File: config.mk
export PLATFORM = sky130hd
export DESIGN_NAME = game_session_scheduler
export DESIGN_NICKNAME = d
export VERILOG_FILES = /design/src/rtl/game_session_pkg.sv /design/src/rtl/round_timer.sv /design/src/rtl/game_session_scheduler.sv
export SDC_FILE = /design/constraint.sdc
export NUM_CORES = 1
export LEC_CHECK = 0
export CELL_PAD_IN_SITES_DETAIL_PLACEMENT = 0
export CELL_PAD_IN_SITES_GLOBAL_PLACEMENT = 2
export CORE_ASPECT_RATIO = 1.75
export CORE_UTILIZATION = 35
export CTS_CLUSTER_SIZE = 12
export DETAILED_ROUTE_END_ITERATION = 12
export PLACE_DENSITY_LB_ADDON = 0.1
export SLEW_MARGIN = 20
export SYNTH_ARGS = -nofsm -noshare
export SYNTH_HDL_FRONTEND = slang
export SYNTH_HIERARCHICAL = 1
export SYNTH_SLANG_ARGS = --single-unit
File: constraint.sdc
create_clock -name clk -period 9.65 [get_ports clk]
set_clock_uncertainty 0.15 [all_clocks]
set_input_delay 1.93 -clock clk [delete_from_list [all_inputs] [get_ports clk]]
set_output_delay 1.93 -clock clk [all_outputs]
set_load 0.05 [all_outputs]
File: src/rtl/game_session_pkg.sv
// Shared encodings for the game session scheduler: FSM states, keypad commands, end causes.
// No logic, so no latency.
// No flow control.
package game_session_pkg;

   typedef enum logic [1:0] {
      ST_MENU = 2'd0,
      ST_ARM  = 2'd1,
      ST_RUN  = 2'd2,
      ST_END  = 2'd3
   } state_t;

   localparam logic [3:0] KEY_START = 4'hF;
   localparam logic [3:0] KEY_ABORT = 4'hE;
   localparam logic [3:0] KEY_PAUSE = 4'hD;

   localparam logic [1:0] CAUSE_NONE    = 2'b00;
   localparam logic [1:0] CAUSE_DONE    = 2'b01;
   localparam logic [1:0] CAUSE_TIMEOUT = 2'b10;
   localparam logic [1:0] CAUSE_ABORT   = 2'b11;

   localparam logic [7:0] ACTIVE_CODE_DEF = 8'd3;

endpackage

File: src/rtl/round_timer.sv
// Round clock: divides clk into 1 s ticks and counts the remaining seconds down.
// expire is combinational, high on the tick that takes secs_left from 1 to 0.
// No backpressure; freezes whenever run is low.
module round_timer #(
   parameter int TICK_DIV   = 100_000_000,
   parameter int ROUND_SECS = 60
) (
   input  logic       clk,
   input  logic       rst,
   input  logic       load,
   input  logic       run,
   output logic [7:0] secs_left,
   output logic       expire
);

   localparam int            CW   = $clog2(TICK_DIV);
   localparam logic [CW-1:0] LAST = CW'(TICK_DIV - 1);

   logic [CW-1:0] tick_cnt;
   logic          wrap;

   assign wrap   = run && (tick_cnt == LAST);
   assign expire = wrap && (secs_left == 8'd1);

   always_ff @(posedge clk) begin
      if (rst) begin
         tick_cnt  <= '0;
         secs_left <= 8'd0;
      end else if (load) begin
         tick_cnt  <= '0;
         secs_left <= 8'(ROUND_SECS);
      end else if (wrap) begin
         tick_cnt <= '0;
         if (secs_left != 8'd0)
            secs_left <= secs_left - 8'd1;
      end else if (run) begin
         tick_cnt <= tick_cnt + 1'b1;
      end
   end

endmodule

File: src/rtl/game_session_scheduler.sv
// Game menu/round sequencer with keypad ownership; SESSION_PAUSE_EN adds a PAUSE key.
// game_start one cycle after START; forwarded keys appear one cycle after the press.
// No backpressure: each press is acted on once; held keys do not repeat.
module game_session_scheduler
   import game_session_pkg::*;
#(
   parameter int         NUM_GAMES   = 4,
   parameter int         TICK_DIV    = 100_000_000,
   parameter int         ROUND_SECS  = 60,
   parameter logic [7:0] ACTIVE_CODE = ACTIVE_CODE_DEF,
   localparam int        SEL_W       = (NUM_GAMES > 1) ? $clog2(NUM_GAMES) : 1
) (
   input  logic                 clk,
   input  logic                 rst,
   input  logic [7:0]           sys_state,
   input  logic [3:0]           key_code,
   input  logic [NUM_GAMES-1:0] game_done,
   output logic [SEL_W-1:0]     game_sel,
   output logic                 game_start,
   output logic [NUM_GAMES-1:0] game_grant,
   output logic [3:0]           key_evt,
   output logic                 key_valid,
   output logic [7:0]           secs_left,
   output logic [1:0]           end_cause,
   output logic                 paused
);

   localparam logic [3:0] MAX_KEY = 4'(NUM_GAMES);

   state_t     state, state_nxt;
   logic [3:0] key_q;
   logic       sel_valid;
   logic       en, press, is_game_key, abort_hit, done_hit, pause_hit, fwd_hit;
   logic       timer_load, timer_run, expire;
   logic       sel_load, cause_load, fwd_nxt;
   logic [1:0] cause_nxt;

   assign en          = (sys_state == ACTIVE_CODE);
   assign press       = (key_code != 4'd0) && (key_q == 4'd0);
   assign is_game_key = (key_code >= 4'd1) && (key_code <= MAX_KEY);
   assign abort_hit   = press && (key_code == KEY_ABORT);
   assign done_hit    = game_done[game_sel];
`ifdef SESSION_PAUSE_EN
   assign pause_hit   = press && (key_code == KEY_PAUSE);
`else
   assign pause_hit   = 1'b0;
`endif
   assign fwd_hit     = press && (key_code != KEY_START) && (key_code != KEY_ABORT)
                        && !pause_hit && !paused;

   // Kept outside the FSM process so expire never feeds back into its own block.
   assign timer_load  = en && (state == ST_ARM);
   assign timer_run   = en && (state == ST_RUN) && !paused;

   round_timer #(
      .TICK_DIV   (TICK_DIV),
      .ROUND_SECS (ROUND_SECS)
   ) u_round_timer (
      .clk       (clk),
      .rst       (rst),
      .load      (timer_load),
      .run       (timer_run),
      .secs_left (secs_left),
      .expire    (expire)
   );

   always_ff @(posedge clk) begin
      if (rst)
         state <= ST_MENU;
      else
         state <= state_nxt;
   end

   always_comb begin
      state_nxt  = state;
      game_start = 1'b0;
      game_grant = '0;
      sel_load   = 1'b0;
      cause_load = 1'b0;
      cause_nxt  = CAUSE_NONE;
      fwd_nxt    = 1'b0;
      if (!en) begin
         state_nxt = ST_MENU;
      end else begin
         case (state)
            ST_MENU: begin
               if (press && is_game_key) begin
                  sel_load   = 1'b1;
                  cause_load = 1'b1;
               end else if (press && (key_code == KEY_START) && sel_valid) begin
                  state_nxt = ST_ARM;
               end
            end
            ST_ARM: begin
               game_start = 1'b1;
               state_nxt  = ST_RUN;
            end
            ST_RUN: begin
               game_grant = NUM_GAMES'(1) << game_sel;
               if (abort_hit) begin
                  state_nxt  = ST_END;
                  cause_load = 1'b1;
                  cause_nxt  = CAUSE_ABORT;
               end else if (done_hit) begin
                  state_nxt  = ST_END;
                  cause_load = 1'b1;
                  cause_nxt  = CAUSE_DONE;
               end else if (expire) begin
                  state_nxt  = ST_END;
                  cause_load = 1'b1;
                  cause_nxt  = CAUSE_TIMEOUT;
               end else begin
                  fwd_nxt = fwd_hit;
               end
            end
            ST_END: begin
               if (press)
                  state_nxt = ST_MENU;
            end
            default: state_nxt = ST_MENU;
         endcase
      end
   end

   always_ff @(posedge clk) begin
      if (rst) begin
         key_q     <= 4'd0;
         sel_valid <= 1'b0;
         game_sel  <= '0;
         end_cause <= CAUSE_NONE;
         key_evt   <= 4'd0;
         key_valid <= 1'b0;
      end else begin
         key_q     <= key_code;
         key_valid <= fwd_nxt;
         if (fwd_nxt)
            key_evt <= key_code;
         if (sel_load) begin
            game_sel  <= SEL_W'(key_code - 4'd1);
            sel_valid <= 1'b1;
         end
         if (cause_load)
            end_cause <= cause_nxt;
      end
   end

`ifdef SESSION_PAUSE_EN
   // Any exit from RUN (or loss of enable) drops the pause.
   always_ff @(posedge clk) begin
      if (rst || !en || (state_nxt != ST_RUN))
         paused <= 1'b0;
      else if ((state == ST_RUN) && pause_hit)
         paused <= !paused;
   end
`else
   assign paused = 1'b0;
`endif

endmodule

==> impl_metrics.yaml, run 1 <==
cts:
  htreeDepth: 2
  cts-root-buf: "clkbuf_16"
  cts_resized: 0
  path_clk_slew_ns: 0.06
  clk_latency_ns: 0.29
  cts.path.max_buffers: 2
  cts_tree: "yes"
  hold_buffers: 0
  postCtsSetupRepairBufs: 0
  clock-sinks: 51
  numCtsBuffers: 5
timing:
  hold_violations: 0
  period_share_pct: 65.4
  tns_ns: 0
  worst_pin_slew_ns: 0.965
  drv_slew: 0
  finalSetupViolations: 0
  worst_slew_margin_rel_pct: 35.0
  period_minus_slack_ns: 6.31
  rsz0062_at_grt: "no"
  max_freq_mhz: 158
critical_path:
  path_class: "in -> out"
  arrival_ns: 4.23
  critPathCaptureType: "output pin"
  required_ns: 7.57
  startpoint_type: "primary input"
  critPathMaxFanout: 13
power:
  power.density_mw_per_mm2: 123
  leakagePower_nw: 1.22
  peakVddDrop_uv: 108
die:
  pin_count: 41
  die_y_um: 118
  dieArea_mm2: 0.00806
  initial_core_util_pct: 35.8
  die_w_um: 68.3
  std_cell_rows: 42
  core_mm2: 0.00751
yosys:
  yosys-top-cells-area: "dfxtp_1, nor2_1, xnor2_1"
  syn_area_per_cell_um2: 8.95
  ys_ff_latch: 51
  ys_warn_count: 6
  syn-cell-area_mm2: 0.00269
  synth_edf_count: 0
  synthTopCellsByCount: "dfxtp_1, nor2_1, nand2_1"
  yosysMostFrequentCell: "dfxtp_1"
  synth_top_area_cell: "dfxtp_1"
  synth_top_flop_cell: "dfxtp_1"
  yosys.area.top_type_share_pct: 37.9
  synth_nets: 330
  synth_cells: 301
  ys_types: 59
  ys_seq_area_share_pct: 37.9
  ys_async_sr_fraction_pct: 0
routing:
  drc_errors: 0
  ant_nets: 0
  dr.pass1.iters: 4
  routed_wl_um: 6650
  drt_iter0_drc: 52
  wl_per_cell_um: 15.6
  num_vias: 2233
  avgViaCountPerCell: 5.23
flow_run:
  max-cap-violations: 0
global_route:
  first_global_vias: 2206
  grt-ovfl-total: 0
  grt_pass1_wl_um: 10900
  busiest_layer: "met2"
  gr-usage-met3_pct: 3.20
  antenna_found_initial: 0
  grt_max_degree: 26
  grt_usage_pct: 18.2
  met2_usage_pct: 34.1
  grt_util_met1_pct: 18.3
cells_and_area:
  drive_above_1_share_pct: 7.96
  fin_util_pct: 43.7
  nNetsFinal: 367
  area_growth_pct: 22.1
  num_antenna_cells: 0
place:
  gp_congestion: 0.716
  dp_hpwl_um: 5190
  io_buffers: 39
worst_hold_path:
  holdCritPathClass: "reg -> reg"
run_status:
  status: "complete, no violations"
cells by family after synthesis:
family / share of synthesized area (%)
flops: 37.9
compound gates: 7.44
other cells: 0.139
xor+xnor: 8.78
mux: 3.81
simple gates: 32.5
fa+ha+maj: 5.11
buf+inv: 4.27
where the power goes:
part / internal (mW) / switching (mW)
combinational: 0.00878 / 0.00956
clock: 0.0959 / 0.0788
sequential: 0.211 / 0.000266
per-stage QoR:
stage / worst slack, ns / hold WS (ns) / power, mW / cell area (µm²) / instances
after global placement: 3.34 / 0.299 / 0.235 / 3140 / 419
final: 3.34 / 0.304 / 0.405 / 3290 / 427
after CTS: 3.33 / 0.313 / 0.413 / 3290 / 427
after global routing: 3.23 / 0.329 / 0.420 / 3290 / 427
after floorplan: 3.70 / 0.271 / 0.225 / 2690 / 301
after detailed placement: 3.33 / 0.302 / 0.235 / 3150 / 419
final timing paths:
check | from | to | slack (ns) | cells past startpoint
setup / recovery | sys_state[0] | game_grant[3] | 3.34 | 7
hold / removal | sel_valid$_SDFFE_PP0P_ | sel_valid$_SDFFE_PP0P_ | 0.30 | 2
setup reg to reg | state[0]$_SDFFE_PP0P_ | key_evt[3]$_SDFFE_PP0P_ | 6.55 | 11
hold reg to reg | sel_valid$_SDFFE_PP0P_ | sel_valid$_SDFFE_PP0P_ | 0.30 | 2
worst max-delay path: stages:
cell             delay [ns]
clkdlybuf4s50_1        0.44
or4bb_4                0.56
nor2_4                 0.15
nand2_4                0.08
clkinv_4               0.10
and3_1                 0.16
clkdlybuf4s50_1        0.80
flip-flops by register name, summed over array words and instances, names as in the netlist:
name                     flops
u_round_timer/tick_cnt      27
state                        2
end_cause                    2
key_q                        4
sel_valid                    1
key_valid                    1
key_evt                      4
u_round_timer/secs_left      8
game_sel                     2
per-layer routing:
metal / part of all wire, % / routed length, µm
met1: 37 / 2490
met2: 58 / 3820
met3: 2.2 / 147
met4: 2.8 / 185
met5: 0 / 0
cells in the final DEF (no fill, tap or decap), drive strengths merged, types with 11 or more instances in the layout:
master         netlist  final
nand4               12     12
nor2                45     45
clkdlybuf4s50        0     39
inv                 14     14
nand2               21     21
dfxtp               51     51
xor2                11     11
ha                  11     11
nor3                11     11
xnor2               16     16
cell type report:
class | count | area, µm²
Fill cell | 777 | 4230
Multi-Input combinational cell | 226 | 1560
Sequential cell | 51 | 1020
Timing Repair Buffer | 39 | 390
Clock buffer | 6 | 129
Tap cell | 88 | 110
Inverter | 15 | 61.3
Clock inverter | 2 | 12.5
Power figures use the tool's default switching activity.
==> inputs of run 2 (changes only) <==
--- a/config.mk
+++ b/config.mk
@@ -8,7 +8,7 @@
 export CELL_PAD_IN_SITES_DETAIL_PLACEMENT = 0
 export CELL_PAD_IN_SITES_GLOBAL_PLACEMENT = 2
 export CORE_ASPECT_RATIO = 1.75
-export CORE_UTILIZATION = 35
+export CORE_UTILIZATION = 33
 export CTS_CLUSTER_SIZE = 12
 export DETAILED_ROUTE_END_ITERATION = 12
 export PLACE_DENSITY_LB_ADDON = 0.1
==> constraint.sdc (replaced) <==
create_clock -name clk -period 6.4 [get_ports clk]
set_clock_uncertainty 0.15 [all_clocks]
set_input_delay 1.28 -clock clk [delete_from_list [all_inputs] [get_ports clk]]
set_output_delay 1.28 -clock clk [all_outputs]
set_load 0.05 [all_outputs]
==> run 2 against run 1 <==
Net effect: register-to-register slack worse by 3.2 ns; clock-buffer cell count is 1 lower; clock power is 74% higher; total power is 61% higher; global-route usage is 1.3 points lower; sequential cell count stayed put; core utilization is 1.7 points lower; sequential power is 50% higher; die area is 5.9% higher; first-iteration DRC count is 73% higher; wire length is 0.65% higher; setup slack worse by 1.9 ns; highest routed layer unchanged.
==> impl_metrics.yaml, run 2 (synthesized netlist as in run 1, its figures left out) <==
critical_path:
  critPathCaptureType: "output pin"
  r2r_end: "key_evt[2]$_SDFFE_PP0P_"
  required_ns: 4.97
  critical_path.most_common_cell: "clkdlybuf4s50_1"
  cp_slowest_stage_delay_ns: 0.79
  crit_chain: "clkdlybuf4s50_1 -> or4bb_4 -> nor2_4 -> nand2_4 -> clkinv_4 -> and3_1 -> clkdlybuf4s50_1"
  reg2reg_slack_ns: 3.35
  crit_family: "buffers and inverters"
  path_class: "in -> out"
  path_buf_inv: 3
  slowest_stage: "clkdlybuf4s50_1"
  worstReg2RegStart: "state[0]$_SDFFE_PP0P_"
  arrival_ns: 3.55
  r2r_cells: 11
  startpoint_type: "primary input"
  critPathMaxFanout: 13
cts:
  cts-root-buf: "clkbuf_16"
  hold_buffers: 0
  clk_latency_ns: 0.30
  cts_tree: "yes"
  numCtsBuffers: 5
  cts.path.max_buffers: 2
  htreeDepth: 2
  clock-sinks: 51
  cts_resized: 0
  path_clk_slew_ns: 0.06
  postCtsSetupRepairBufs: 0
routing:
  wl_per_cell_um: 15.6
  dr.pass1.iters: 4
  drc_errors: 0
  avgViaCountPerCell: 5.25
  num_vias: 2254
  met1Wirelength_um: 2480
  routed_wl_um: 6690
  dr_wl_met2_um: 3860
  route.met3.wl_um: 142
  ant_nets: 0
  drt_iter0_drc: 90
  top_layer: "met4"
cells_and_area:
  top_register: "u_round_timer/tick_cnt"
  top_regs: "u_round_timer/tick_cnt x27, u_round_timer/secs_left x8"
  num_antenna_cells: 0
  drive_above_1_share_pct: 8.55
  layout_commonest_cell: "dfxtp_1"
  nNetsFinal: 367
  largest_reg_flops: 27
  layout_common_cells: "dfxtp_1, nor2_1, clkdlybuf4s50_1"
  area_growth_pct: 23.4
power:
  power_switching_mw: 0.136
  power_frac_clock_pct: 46.7
  p_sw_share_pct: 20.8
  leakagePower_nw: 1.24
  peakVddDrop_uv: 96.2
  p_int_mw: 0.516
  p_comb_share_pct: 4.3
  power.density_mw_per_mm2: 196
  power_mw: 0.652
  seqPwrFrac_pct: 48.9
timing:
  worst_slew_margin_rel_pct: 38.6
  finalSetupViolations: 0
  whs_ns: 0.301
  drv_slew: 0
  hold_violations: 0
  tns_ns: 0
  rsz0062_at_grt: "no"
  period_minus_slack_ns: 4.98
  worst_pin_slew_ns: 0.919
  max_freq_mhz: 201
  period_share_pct: 77.8
global_route:
  grt_usage_pct: 16.9
  grt-ovfl-total: 0
  antenna_found_initial: 0
  grt_pass1_wl_um: 11100
  grt_max_degree: 26
  first_global_vias: 2223
worst_hold_path:
  min_to: "sel_valid$_SDFFE_PP0P_"
  holdCritPathClass: "reg -> reg"
  hold_start: "sel_valid$_SDFFE_PP0P_"
  whs_path_depth: 2
die:
  pin_count: 41
  die_w_um: 70.3
  dieArea_mm2: 0.00854
  std_cell_rows: 43
  initial_core_util_pct: 34.0
  core_mm2: 0.00791
  die_y_um: 121
place:
  dp_hpwl_um: 5210
  io_buffers: 39
  gp_congestion: 0.723
run_status:
  status: "complete, no violations"
flow_run:
  max-cap-violations: 0
==> run 2: cell types whose count changed in the layout (fill, tap and decap cells not counted) <==
cell,change
bufinv_16,+1
clkinv_4,+1
clkinvlp_4,-1
nor4_1,-1
clkbuf_1,-1
nor4_2,+1
==> run 2: worst max-delay path by stage <==
stage	start	cells after the start	slack [ns]	end
2_1_floorplan	sys_state[5]	4	1.75	game_grant[2]
3_3_place_gp	sys_state[0]	8	1.42	game_grant[1]
3_5_place_dp	sys_state[0]	8	1.40	game_grant[1]
4_1_cts	sys_state[0]	8	1.40	game_grant[1]
5_1_grt	sys_state[0]	7	1.35	game_grant[3]
6_report	sys_state[0]	7	1.42	game_grant[3]
==> run 2: power by group through the flow <==
stage	clock [mW]	sequential [mW]	combinational (mW)
2_1_floorplan	0	0.326	0.0125
3_3_place_gp	0	0.326	0.0288
5_1_grt	0.326	0.319	0.0313
4_1_cts	0.316	0.319	0.0290
3_5_place_dp	0	0.326	0.0290
6_report	0.305	0.319	0.0283
==> run 2: through the flow <==
stage	setup WS (ns)	cells	area [µm²]	utilization (%)
after floorplan	1.75	301	2690	-
after global placement	1.42	421	3140	39.7
after detailed placement	1.40	421	3150	39.8
after CTS	1.40	429	3320	41.9
after global routing	1.35	429	3320	42.0
final	1.42	429	3320	42.0
==> run 2: area by class of cell <==
class                   count  area (µm²)
repair buffers             39         390
inverters                  15        61.3
clock buffers               5         125
fillers                   817        4590
well taps                  90         113
clock inverters             3        43.8
multi-input cells         226        1570
flip-flops and latches     51        1020
==> run 2: worst min-delay path, cell delays in order, from the launching register on <==
cell,delay [ns]
dfxtp_1,0.31
inv_1,0.05
a21oi_1,0.05
==> run 2: layer usage <==
layer / up-vias / track usage [%]
met5: - / 0
met4: 0 / 7.88
met3: 12 / 3.24
met2: 27 / 33.2
met1: 1079 / 16.3
li1: 1136 / -
